**src/rtl/fetch_pc_gen.sv**
```systemverilog
// Fetch PC generator: issues one I-cache read per cycle, steers the next PC from
// the predictor or an execute redirect, and queues fetched instructions toward decode.
module fetch_pc_gen #(
  parameter logic [31:0] RESET_PC = 32'h0,
  parameter int          IC_AW    = 8,
  parameter int          META_W   = 24,
  parameter int          Q_DEPTH  = 3
) (
  input  logic              clk,
  input  logic              reset_n,
  input  logic              redirect,
  input  logic [31:0]       redirect_pc,
  output logic [31:0]       bp_pc,
  output logic [31:0]       bp_inst,
  output logic              bp_stall,
  input  logic [31:0]       bp_p_target,
  input  logic              bp_p_dir,
  input  logic [META_W-1:0] bp_meta,
  output logic [IC_AW-1:0]  ic_rdaddress,
  input  logic [31:0]       ic_q,
  output logic              out_valid,
  input  logic              out_ready,
  output logic [31:0]       out_pc,
  output logic [31:0]       out_inst,
  output logic              out_p_dir,
  output logic [31:0]       out_p_target,
  output logic [META_W-1:0] out_meta
);

  localparam int CW = $clog2(Q_DEPTH + 1);
  localparam int PW = (Q_DEPTH > 1) ? $clog2(Q_DEPTH) : 1;
  localparam logic [CW:0]   DEPTH_C = (CW + 1)'(Q_DEPTH);
  localparam logic [PW-1:0] LAST_C  = PW'(Q_DEPTH - 1);

  logic [31:0]       pc_r;
  logic              f1_valid_r;
  logic [31:0]       f1_pc_r;
  logic              f1_dir_r;
  logic [31:0]       f1_target_r;
  logic [META_W-1:0] f1_meta_r;

  logic [CW-1:0]     count_r;
  logic [PW-1:0]     head_r;
  logic [PW-1:0]     tail_r;
  logic [31:0]       q_pc_r     [Q_DEPTH];
  logic [31:0]       q_inst_r   [Q_DEPTH];
  logic              q_dir_r    [Q_DEPTH];
  logic [31:0]       q_target_r [Q_DEPTH];
  logic [META_W-1:0] q_meta_r   [Q_DEPTH];

  logic [CW:0]       occ_s;
  logic              issue_s;
  logic              enq_s;
  logic              deq_s;

  function automatic logic [PW-1:0] ptr_inc(input logic [PW-1:0] p);
    if (p == LAST_C) begin
      ptr_inc = {PW{1'b0}};
    end else begin
      ptr_inc = p + PW'(1);
    end
  endfunction

  // Issue decision and queue handshakes; the F1 entry reserves a slot, no credit for a same-cycle dequeue.
  always_comb begin
    occ_s   = {1'b0, count_r} + {{CW{1'b0}}, f1_valid_r};
    issue_s = redirect | (occ_s < DEPTH_C);
    enq_s   = f1_valid_r & ~redirect;
    deq_s   = out_valid & out_ready & ~redirect;
  end

  assign bp_pc        = redirect ? redirect_pc : pc_r;
  assign bp_inst      = ic_q;
  assign bp_stall     = ~issue_s;
  assign ic_rdaddress = bp_pc[IC_AW+1:2];

  assign out_valid    = (count_r != {CW{1'b0}});
  assign out_pc       = q_pc_r[head_r];
  assign out_inst     = q_inst_r[head_r];
  assign out_p_dir    = q_dir_r[head_r];
  assign out_p_target = q_target_r[head_r];
  assign out_meta     = q_meta_r[head_r];

  // Fetch PC and F1 stage registers capturing the prediction alongside the issued PC.
  always_ff @(posedge clk or negedge reset_n) begin
    if (!reset_n) begin
      pc_r        <= RESET_PC;
      f1_valid_r  <= 1'b0;
      f1_pc_r     <= 32'h0;
      f1_dir_r    <= 1'b0;
      f1_target_r <= 32'h0;
      f1_meta_r   <= {META_W{1'b0}};
    end else if (issue_s) begin
      pc_r        <= bp_p_target;
      f1_valid_r  <= 1'b1;
      f1_pc_r     <= bp_pc;
      f1_dir_r    <= bp_p_dir;
      f1_target_r <= bp_p_target;
      f1_meta_r   <= bp_meta;
    end else begin
      f1_valid_r  <= 1'b0;
    end
  end

  // Queue pointers and occupancy; a redirect flushes and overrides any handshake.
  always_ff @(posedge clk or negedge reset_n) begin
    if (!reset_n) begin
      count_r <= {CW{1'b0}};
      head_r  <= {PW{1'b0}};
      tail_r  <= {PW{1'b0}};
    end else if (redirect) begin
      count_r <= {CW{1'b0}};
      tail_r  <= head_r;
    end else begin
      case ({enq_s, deq_s})
        2'b10: begin
          count_r <= count_r + CW'(1);
          tail_r  <= ptr_inc(tail_r);
        end
        2'b01: begin
          count_r <= count_r - CW'(1);
          head_r  <= ptr_inc(head_r);
        end
        2'b11: begin
          head_r  <= ptr_inc(head_r);
          tail_r  <= ptr_inc(tail_r);
        end
        default: begin
          count_r <= count_r;
        end
      endcase
    end
  end

  // Queue storage; the F1 entry is paired with the BRAM data returned this cycle.
  always_ff @(posedge clk or negedge reset_n) begin
    if (!reset_n) begin
      for (int i = 0; i < Q_DEPTH; i++) begin
        q_pc_r[i]     <= 32'h0;
        q_inst_r[i]   <= 32'h0;
        q_dir_r[i]    <= 1'b0;
        q_target_r[i] <= 32'h0;
        q_meta_r[i]   <= {META_W{1'b0}};
      end
    end else if (enq_s) begin
      q_pc_r[tail_r]     <= f1_pc_r;
      q_inst_r[tail_r]   <= ic_q;
      q_dir_r[tail_r]    <= f1_dir_r;
      q_target_r[tail_r] <= f1_target_r;
      q_meta_r[tail_r]   <= f1_meta_r;
    end else begin
      q_pc_r[tail_r]     <= q_pc_r[tail_r];
    end
  end

endmodule

```
**config.mk**
```make
export PLATFORM = sky130hd
export DESIGN_NAME = fetch_pc_gen
export DESIGN_NICKNAME = d
export VERILOG_FILES = /design/src/rtl/fetch_pc_gen.sv
export SDC_FILE = /design/constraint.sdc
export NUM_CORES = 1
export LEC_CHECK = 0
export ABC_AREA = 1
export CORE_MARGIN = 4
export CORE_UTILIZATION = 40
export DETAILED_ROUTE_END_ITERATION = 7
export PLACE_DENSITY_LB_ADDON = 0.2
export RECOVER_POWER = 100
export SKIP_LAST_GASP = 1
export SLEW_MARGIN = 30
export SYNTH_ARGS = -nofsm -noshare
export SYNTH_HDL_FRONTEND = slang
export SYNTH_SLANG_ARGS = --single-unit
```
**constraint.sdc**
```tcl
create_clock -name clk -period 2 [get_ports clk]
set_clock_uncertainty 0.2 [all_clocks]
set_input_delay 0.3 -clock clk [delete_from_list [all_inputs] [get_ports clk]]
set_output_delay 0.3 -clock clk [all_outputs]
set_load 0.1 [all_outputs]
```
Yosys cells after proc, flatten, opt, wreduce, memory -nomap -nowiden

Cells that the tools add are included.

Reductions and logical operators: 7
Eq/ne operators: 5
Add/subtract/negate cells: 5
Order comparisons: 4
Multiplexer cells: 39
Bitwise logic cells: 8

Operators with widths:

| kind                                                        | number |
|---|---|
| bitwise mux 96 bit                                          | 4 |
| two-way mux 32 bit                                          | 10 |
| binary-select mux 32 bit (select 2 bit)                     | 4 |
| two-way mux 96 bit                                          | 1 |
| bitwise mux 72 bit                                          | 1 |
| two-way mux 24 bit                                          | 3 |
| demux 32 bit (select 2 bit)                                 | 1 |
| binary-select mux 24 bit (select 2 bit)                     | 1 |
| demux 24 bit (select 2 bit)                                 | 1 |
| two-way mux 2 bit                                           | 5 |
| equality test 2 bit (second input constant)                 | 4 |
| adder 2 x 1 -> 2 bit (second input constant)                | 3 |
| greater-or-equal comparator 3 bit (second input constant)   | 2 |
| NOT 2 -> 3 bit                                              | 2 |
| two-way mux 1 bit                                           | 4 |
| one-hot mux 2 bit (2 select lines)                          | 1 |
| nonzero test 2 bit                                          | 2 |
| OR reduction 2 bit                                          | 2 |
| adder 2 x 1 -> 3 bit                                        | 1 |
| bitwise AND 1 bit                                           | 3 |
| bitwise mux 3 bit                                           | 1 |
| less-than comparator 3 x 1 -> 1 bit (second input constant) | 1 |
| less-than comparator 3 x 2 -> 1 bit (second input constant) | 1 |
| nonzero test 3 bit                                          | 1 |
| 8 further kinds                                             | 9 |

Output and inout bits: 195
Bits in registers: 459
Input port bits: 125
Word-level logic and storage cells: 91

Logic depth before layout (Yosys ltp)

Word-level depth: 7
Depth in mapped cells: 8
Depth with buffers taken out: 7

Worst setup path after synthesis

Ideal clock, no wire load.

Path kind: input to output
From: input port redirect
To: output port ic_rdaddress[2]
Data arrival time: 3.427 ns
Stages: 4
Buffers on the path: 3
Required time: 1.500 ns
Slack: -1.927 ns
Cell sequence: buf_4 -> clkbuf_1 -> o21ai_0 -> buf_4

Cells in the longest elaborated chain, start to end: 1

Ends and longest elaborated chain:

| item               | RTL line | source |
|---|---|---|
| start: declaration | 11       | `input logic redirect,` |
| two-way mux 32 bit | 72       | `assign bp_pc = redirect ? redirect_pc : pc_r;` |
| end: declaration   | 19       | `output logic [IC_AW-1:0] ic_rdaddress,` |

Every way passes these cells.

Final worst setup path

From: register head_r[1]
To: output port out_meta[20]

Cells in the longest elaborated chain, start to end: 4

Ends and longest elaborated chain:

| item                                                   | RTL line | source |
|---|---|---|
| start: declaration                                     | 43       | `logic [PW-1:0] head_r;` |
| start signal: assignment                               | 109      | `head_r <= {PW{1'b0}};` |
| start signal: assignment                               | 122      | `head_r <= ptr_inc(head_r);` |
| start signal: assignment                               | 125      | `head_r <= ptr_inc(head_r);` |
| NOT 2 -> 3 bit (implied by the code)                   | 82       | `assign out_meta = q_meta_r[head_r];` |
| binary-select mux 24 bit (select 2 bit)                | 82       |  |
| two-way mux 24 bit (implied by the code) (2 in series) | 82       |  |
| end: declaration                                       | 27       | `output logic [META_W-1:0] out_meta` |

Every way passes these cells. The select of a mux whose other input is x is not followed.

==> impl_metrics.py <==
metrics = {
    "run_status": {
        "status": "finished, violations left",
        "violations": "negative setup slack",
    },
    "timing": {
        "fmax_ghz": 0.3908,
        "final.min_clock_period_ps": 2559,
        "drv_slew": 0,
        "fin_crit_sh": 1.279,
        "setup_viol": 619,
        "slew_headroom": 0.07576,
        "timing.final.ws_setup_ps": -558.9,
        "tightestPinTransition_ps": 1386,
        "rsz0062_at_grt": "true",
        "hold_viol_final": 0,
    },
    "yosys": {
        "synth-xor-area-share": 0,
        "synth_adder_area_share": 0.001217,
        "ys_seq_area_frac": 0.5586,
        "netlist.area_leader.share": 0.5586,
        "synthTopCellsByArea": "dfrtp_1 (56%), nand2_1 (15%), nand3_1 (9.2%)",
        "syn-cell-area_um2": 20560,
        "avgSynthCellArea_um2": 8.335,
        "synth_cell_types": 21,
        "synth_simple_gate_area_frac": 0.2420,
        "synth_compound_area_frac": 0.1236,
        "netlist_instances": 2467,
        "yosysWarningCount": 0,
        "synth_top_family_by_area": "simple AND/OR/NAND/NOR gates",
        "synth-seq-cells": 459,
        "muxShareOfSynthArea": 0,
        "yosysTopAreaCell": "dfrtp_1",
        "syn_nets": 2594,
    },
    "detailed_routing": {
        "dr.pass1.iters": 6,
        "drtIter0Drc": 1951,
        "ant_nets": 0,
        "vias": 18907,
        "wl_per_cell_um": 19.57,
        "viasPerCell": 5.428,
        "wl_mm": 68.16,
        "drc_errors": 0,
    },
    "layout": {
        "layout_common_cells": "nand2_1 (747), dfrtp_1 (455), nand3_1 (290), o21ai_0 (276), buf_12 (213)",
        "fin_util": 0.5975,
        "area_growth_pct": 46.67,
        "drive_gt1_frac": 0.2389,
        "nets": 2897,
        "mostFrequentLayoutCell": "nand2_1",
    },
    "die": {
        "die-area_um2": 55100,
        "boundaryPins": 320,
        "dieHeight_um": 234.7,
        "initial_core_util": 0.4073,
        "num_rows": 82,
        "core_um2": 50480,
        "die_w_um": 234.7,
    },
    "critical_path": {
        "worstPathRequired_ps": 1500,
        "start_kind": "flip-flop",
        "cp_max_fo": 12,
        "critPathCaptureType": "output port",
        "critPathArrivalTime_ps": 2060,
        "path_class": "flip-flop to output port",
    },
    "global_route": {
        "gr-max-usage-layer": "met2",
        "grt_pass1_wl_mm": 105.2,
        "grt_max_degree": 68,
        "met1_usage": 0.3198,
        "met3_usage": 0.05148,
        "grtUsageTotal": 0.2330,
        "grt_pass1_vias": 18526,
        "antenna_found_initial": 5,
        "use_met2": 0.3729,
        "overflow": 0,
    },
    "placement": {
        "port_buffers": 319,
        "place_congestion": 0.8103,
        "post-place-ws_ps": 3.954,
        "dp_hpwl_mm": 43.15,
    },
    "run": {
        "maxCapViolCount": 0,
    },
    "clocking": {
        "cts_tree": "done",
        "clock_path_buffers": 3,
        "htree_levels": 2,
        "cts_root_buf": "clkbuf_16",
        "clkTransAtPathRegs_ps": 60,
        "cts-buffers-inserted": 50,
        "clock-sinks": 459,
        "clk_latency_ps": 590,
    },
    "worst_hold_path": {
        "hold_class": "primary input to flip-flop",
    },
}
## layout make-up
class                           instances  area, um^2
Timing Repair Buffer                  475        6923
Sequential cell                       459       11490
Tap cell                              672       840.8
Inverter                              102       400.4
Antenna cell                            2       5.005
Clock inverter                         23       319.1
Fill cell                            4184       20320
Multi-Input combinational cell       1682        8690
Clock buffer                           68        1490
## path summary, 6_finish.rpt
check	startpoint	endpoint	slack [ps]	cells past startpoint
max	head_r[1]$_DFFE_PN0P_	out_meta[20]	-560	7
min	bp_meta[16]	f1_meta_r[16]$_DFFE_PN0N_	70	3
max reg2reg	f1_valid_r$_DFF_PN0_	q_meta_r[61]$_DFFE_PN0P_	-440	7
min reg2reg	q_meta_r[55]$_DFFE_PN0P_	q_meta_r[55]$_DFFE_PN0P_	280	2
max in group asynchronous	reset_n	f1_target_r[13]$_DFFE_PN0N_	-110	4
min in group asynchronous	reset_n	q_inst_r[74]$_DFFE_PN0P_	370	2
## flip-flops by register name, summed over array words and instances (netlist names)
signal,flops
q_inst_r,96
q_pc_r,96
q_target_r,96
q_meta_r,72
f1_pc_r,32
f1_target_r,32
f1_meta_r,24
q_dir_r,3
count_r,2
head_r,2
tail_r,2
f1_dir_r,1
f1_valid_r,1
## Yosys cell counts
cell      instances
ha_1              2
o21ai_1         142
nand2_2           3
a22oi_1          30
nor2_1            8
inv_1            99
a21o_1            1
nor2_8            1
clkbuf_1         63
inv_2             3
nand2_1         799
nor2_4            1
a21oi_1           1
buf_4            45
buf_1             4
buf_2           112
o211ai_1          4
o221ai_1          2
nand3_1         379
o21ai_0         309
dfrtp_1         459
## cell families after synthesis
logic type | count (synthesis)
AO/OA/AOI/OAI | 489
AND/OR/NAND/NOR | 1191
buffers and inverters | 326
adder cells (fa/ha/maj) | 2
flip-flops | 459
## timing repair
item	4_1_cts	5_1_grt
buffers inserted	21	19
pin swaps	26	41
endpoints found under the hold margin	411	0
hold buffers	2	0
setup endpoints to repair	151	219
gates cloned	4	15
gates resized for setup	59	68
## stage by stage
stage	setup TNS, ps	hold WS [ps]	instance area (um^2)	std cells
finish	-166580	72.80	30160	3483
global route	-250050	65.89	30160	3483
CTS	-63990	23.70	30090	3450
detailed placement	0	39.14	27780	3333
global placement	-3.554	37.55	27780	3333
floorplan	-9996	-195.6	21460	2467
## worst max-delay path: stages, from the launching register on
cell and delay (ps):
dfrtp_2 440, inv_2 70, nor2_4 180, buf_12 220, buf_12 160, nand2_1 80, nand3_2 110, buf_12 180
## metal layers
layer  part of all wire  up-vias
met1               0.42     9311
met4              0.029        6
met2               0.48      753
met3              0.072      119
li1                   -     8718
met5            0.00060        -
Power is left out: the tool's default activity adds up to more than one toggle a clock period on the data nets, which glitch-free logic cannot reach.
==> RTL change: new RTL, config.mk and constraints unchanged <==
Add an input register stage for `bp_p_target`, without a reset; this delays it by one clock. The other inputs are not delayed to match.
--- a/src/rtl/fetch_pc_gen.sv
+++ b/src/rtl/fetch_pc_gen.sv
@@ -33,2 +33,8 @@
   localparam logic [PW-1:0] LAST_C  = PW'(Q_DEPTH - 1);
+
+  logic [31:0] bp_p_target_q;
+
+  always_ff @(posedge clk) begin
+    bp_p_target_q <= bp_p_target;
+  end
 
@@ -93,3 +99,3 @@
     end else if (issue_s) begin
-      pc_r        <= bp_p_target;
+      pc_r        <= bp_p_target_q;
       f1_valid_r  <= 1'b1;
@@ -97,3 +103,3 @@
       f1_dir_r    <= bp_p_dir;
-      f1_target_r <= bp_p_target;
+      f1_target_r <= bp_p_target_q;
       f1_meta_r   <= bp_meta;
Function: not settled (the Yosys comparison gave no result); the edit may change what the design does.
==> RTL change against the unedited design <==
- the flow still finishes with violations (negative setup slack)
- first-iteration DRC count decreased by 17%
- area after synthesis rose by 3.3%
- final area is 5.6% higher
- routed wire length is 1.4% lower
- sequential cell count increased by 32
- largest cell class unchanged
- setup slack got worse by 12 ps
- critical endpoint is now out_pc[26]
- via count is 1.1% lower
- count of clock-buffer cells in the layout increased by 3
Power is left out: the tool's default activity adds up to more than one toggle a clock period on the data nets, which glitch-free logic cannot reach.
==> RTL change: results (changes against the unedited design) <==
maximum fanout count along the critical path = 21 (+9)
standard cell with the maximum stage delay on the critical path = sky130_fd_sc_hd__dfrtp_4
fraction of final layout cells with drive strength greater than 1 = 21.9% (-2.0 points)
global-route track usage on met3 = 4.68% (-0.47 points)
startpoint of the worst-slack reg-to-reg timing path = tail_r[1]
final setup slack of the worst path = -571 ps (-11.7 ps)
Worst setup startpoint = head_r[0]
first-pass GRT wire length = 107000 um (+1.3%)
number of distinct library cells after synthesis = 22 (+4.8%)
cells taking the most area after synthesis = sky130_fd_sc_hd__dfrtp_1 (54%), sky130_fd_sc_hd__nand2_1 (12%), sky130_fd_sc_hd__nand3_1 (9.6%), sky130_fd_sc_hd__o21ai_0 (6.1%), sky130_fd_sc_hd__o21ai_1 (3.1%)
met2 Use GR = 36.5% (-0.76 points)
total of endpoints with negative setup slack in the final report = 356 (-42%)
routed length on met1 = 29900 um (+4.4%)
Detailed Routing Iterations Pass 1 = 5 (-1)
half-perimeter wire length after detailed placement = 44200 um (+2.4%)
result of the run = finished with violations
Detail Route met3 WL = 4070 um (-17%)
area of placed instances = 29300 sq um (+5.6%)
First DRT Iteration DRCs = 1619 (-17%)
clock latency on the worst-skew pair = 610 ps (+20 ps)
failing checks = negative setup slack
HP Start = redirect
Mapped Nets = 2591 (-0.12%)
weighted congestion at the end of routability-driven global placement = 0.819 (+1.0%)
Nets = 2904 (+0.24%)
antenna violations before repair = 8 (+3)
GR Util met1 = 33.6% (+1.6 points)
average vias per placed instance = 5.31 (-2.1%)
Gate Count Post-Synth = 2464 (-0.12%)
number of inserted filler cells in the final layout = 4297 (+2.7%)
global routing usage summed across all routing layers = 23.3% (+0.039 points)
Worst Max-Slew Pin Slew = 868 ps (-518 ps)
worst stage delay on the critical path = 510 ps (+70 ps)
## RTL change: final timing paths
kind,end,cells after the start
min in group asynchronous,q_inst_r[9],3
worst min register to register,f1_target_r[24],2
worst max register to register,q_target_r[21],5
max in group asynchronous,tail_r[1],4
worst max-delay path,out_pc[26],6
worst min-delay path,f1_pc_r[12],4
## RTL change: per-stage QoR
step                std cells  TNS [ps]  util [%]  hold WS (ps)  worst slack [ps]
detailed placement       3343     -5.91      55.8         -9.03             -4.62
CTS                      3507    -66860      61.2          30.4              -597
finish                   3518    -84130      60.6          47.9              -571
global placement         3343     -10.7      55.8         -7.04             -10.7
floorplan                2464    -12190         -          -196              -523
global route             3516   -143430      60.6          38.0              -624
## RTL change: worst reg2reg max path: cells and delay by family (launching register included)
kind                   cells  cell delay (ps)
AND/OR/NAND/NOR            2              610
buffers and inverters      2              550
flip-flops                 1              490
AO/OA/AOI/OAI              1              240
## RTL change: what timing repair did
item                                    4_1_cts  5_1_grt
endpoints found under the setup margin      164      243
resized for setup                            68       18
gates cloned                                  3        2
hold endpoints to repair                    352        0
hold buffers                                 34        0
setup buffers                                25        3
pin swaps                                    24        3
## RTL change: cells by family (layout without fill, tap and decap cells)
group,count (synthesis),count (layout),share of synthesized area (%)
and+or+nand+nor,1091,1091,21.8
buffers and inverters,389,748,8.03
adders and majority gates,2,2,0.118
AOI/OAI and AO/OA,490,490,12.9
other,0,7,0
DFF,491,491,57.1
xor gates and xnor gates,1,1,0.0413
## RTL change: layout make-up
class                           instances  area share, %
Clock buffer                           71           4.70
Clock inverter                         31           1.37
Timing Repair Buffer                  480           21.4
Tap cell                              688           2.70
Inverter                              166           2.07
Antenna cell                            7         0.0550
Multi-Input combinational cell       1584           29.6
Sequential cell                       491           38.1
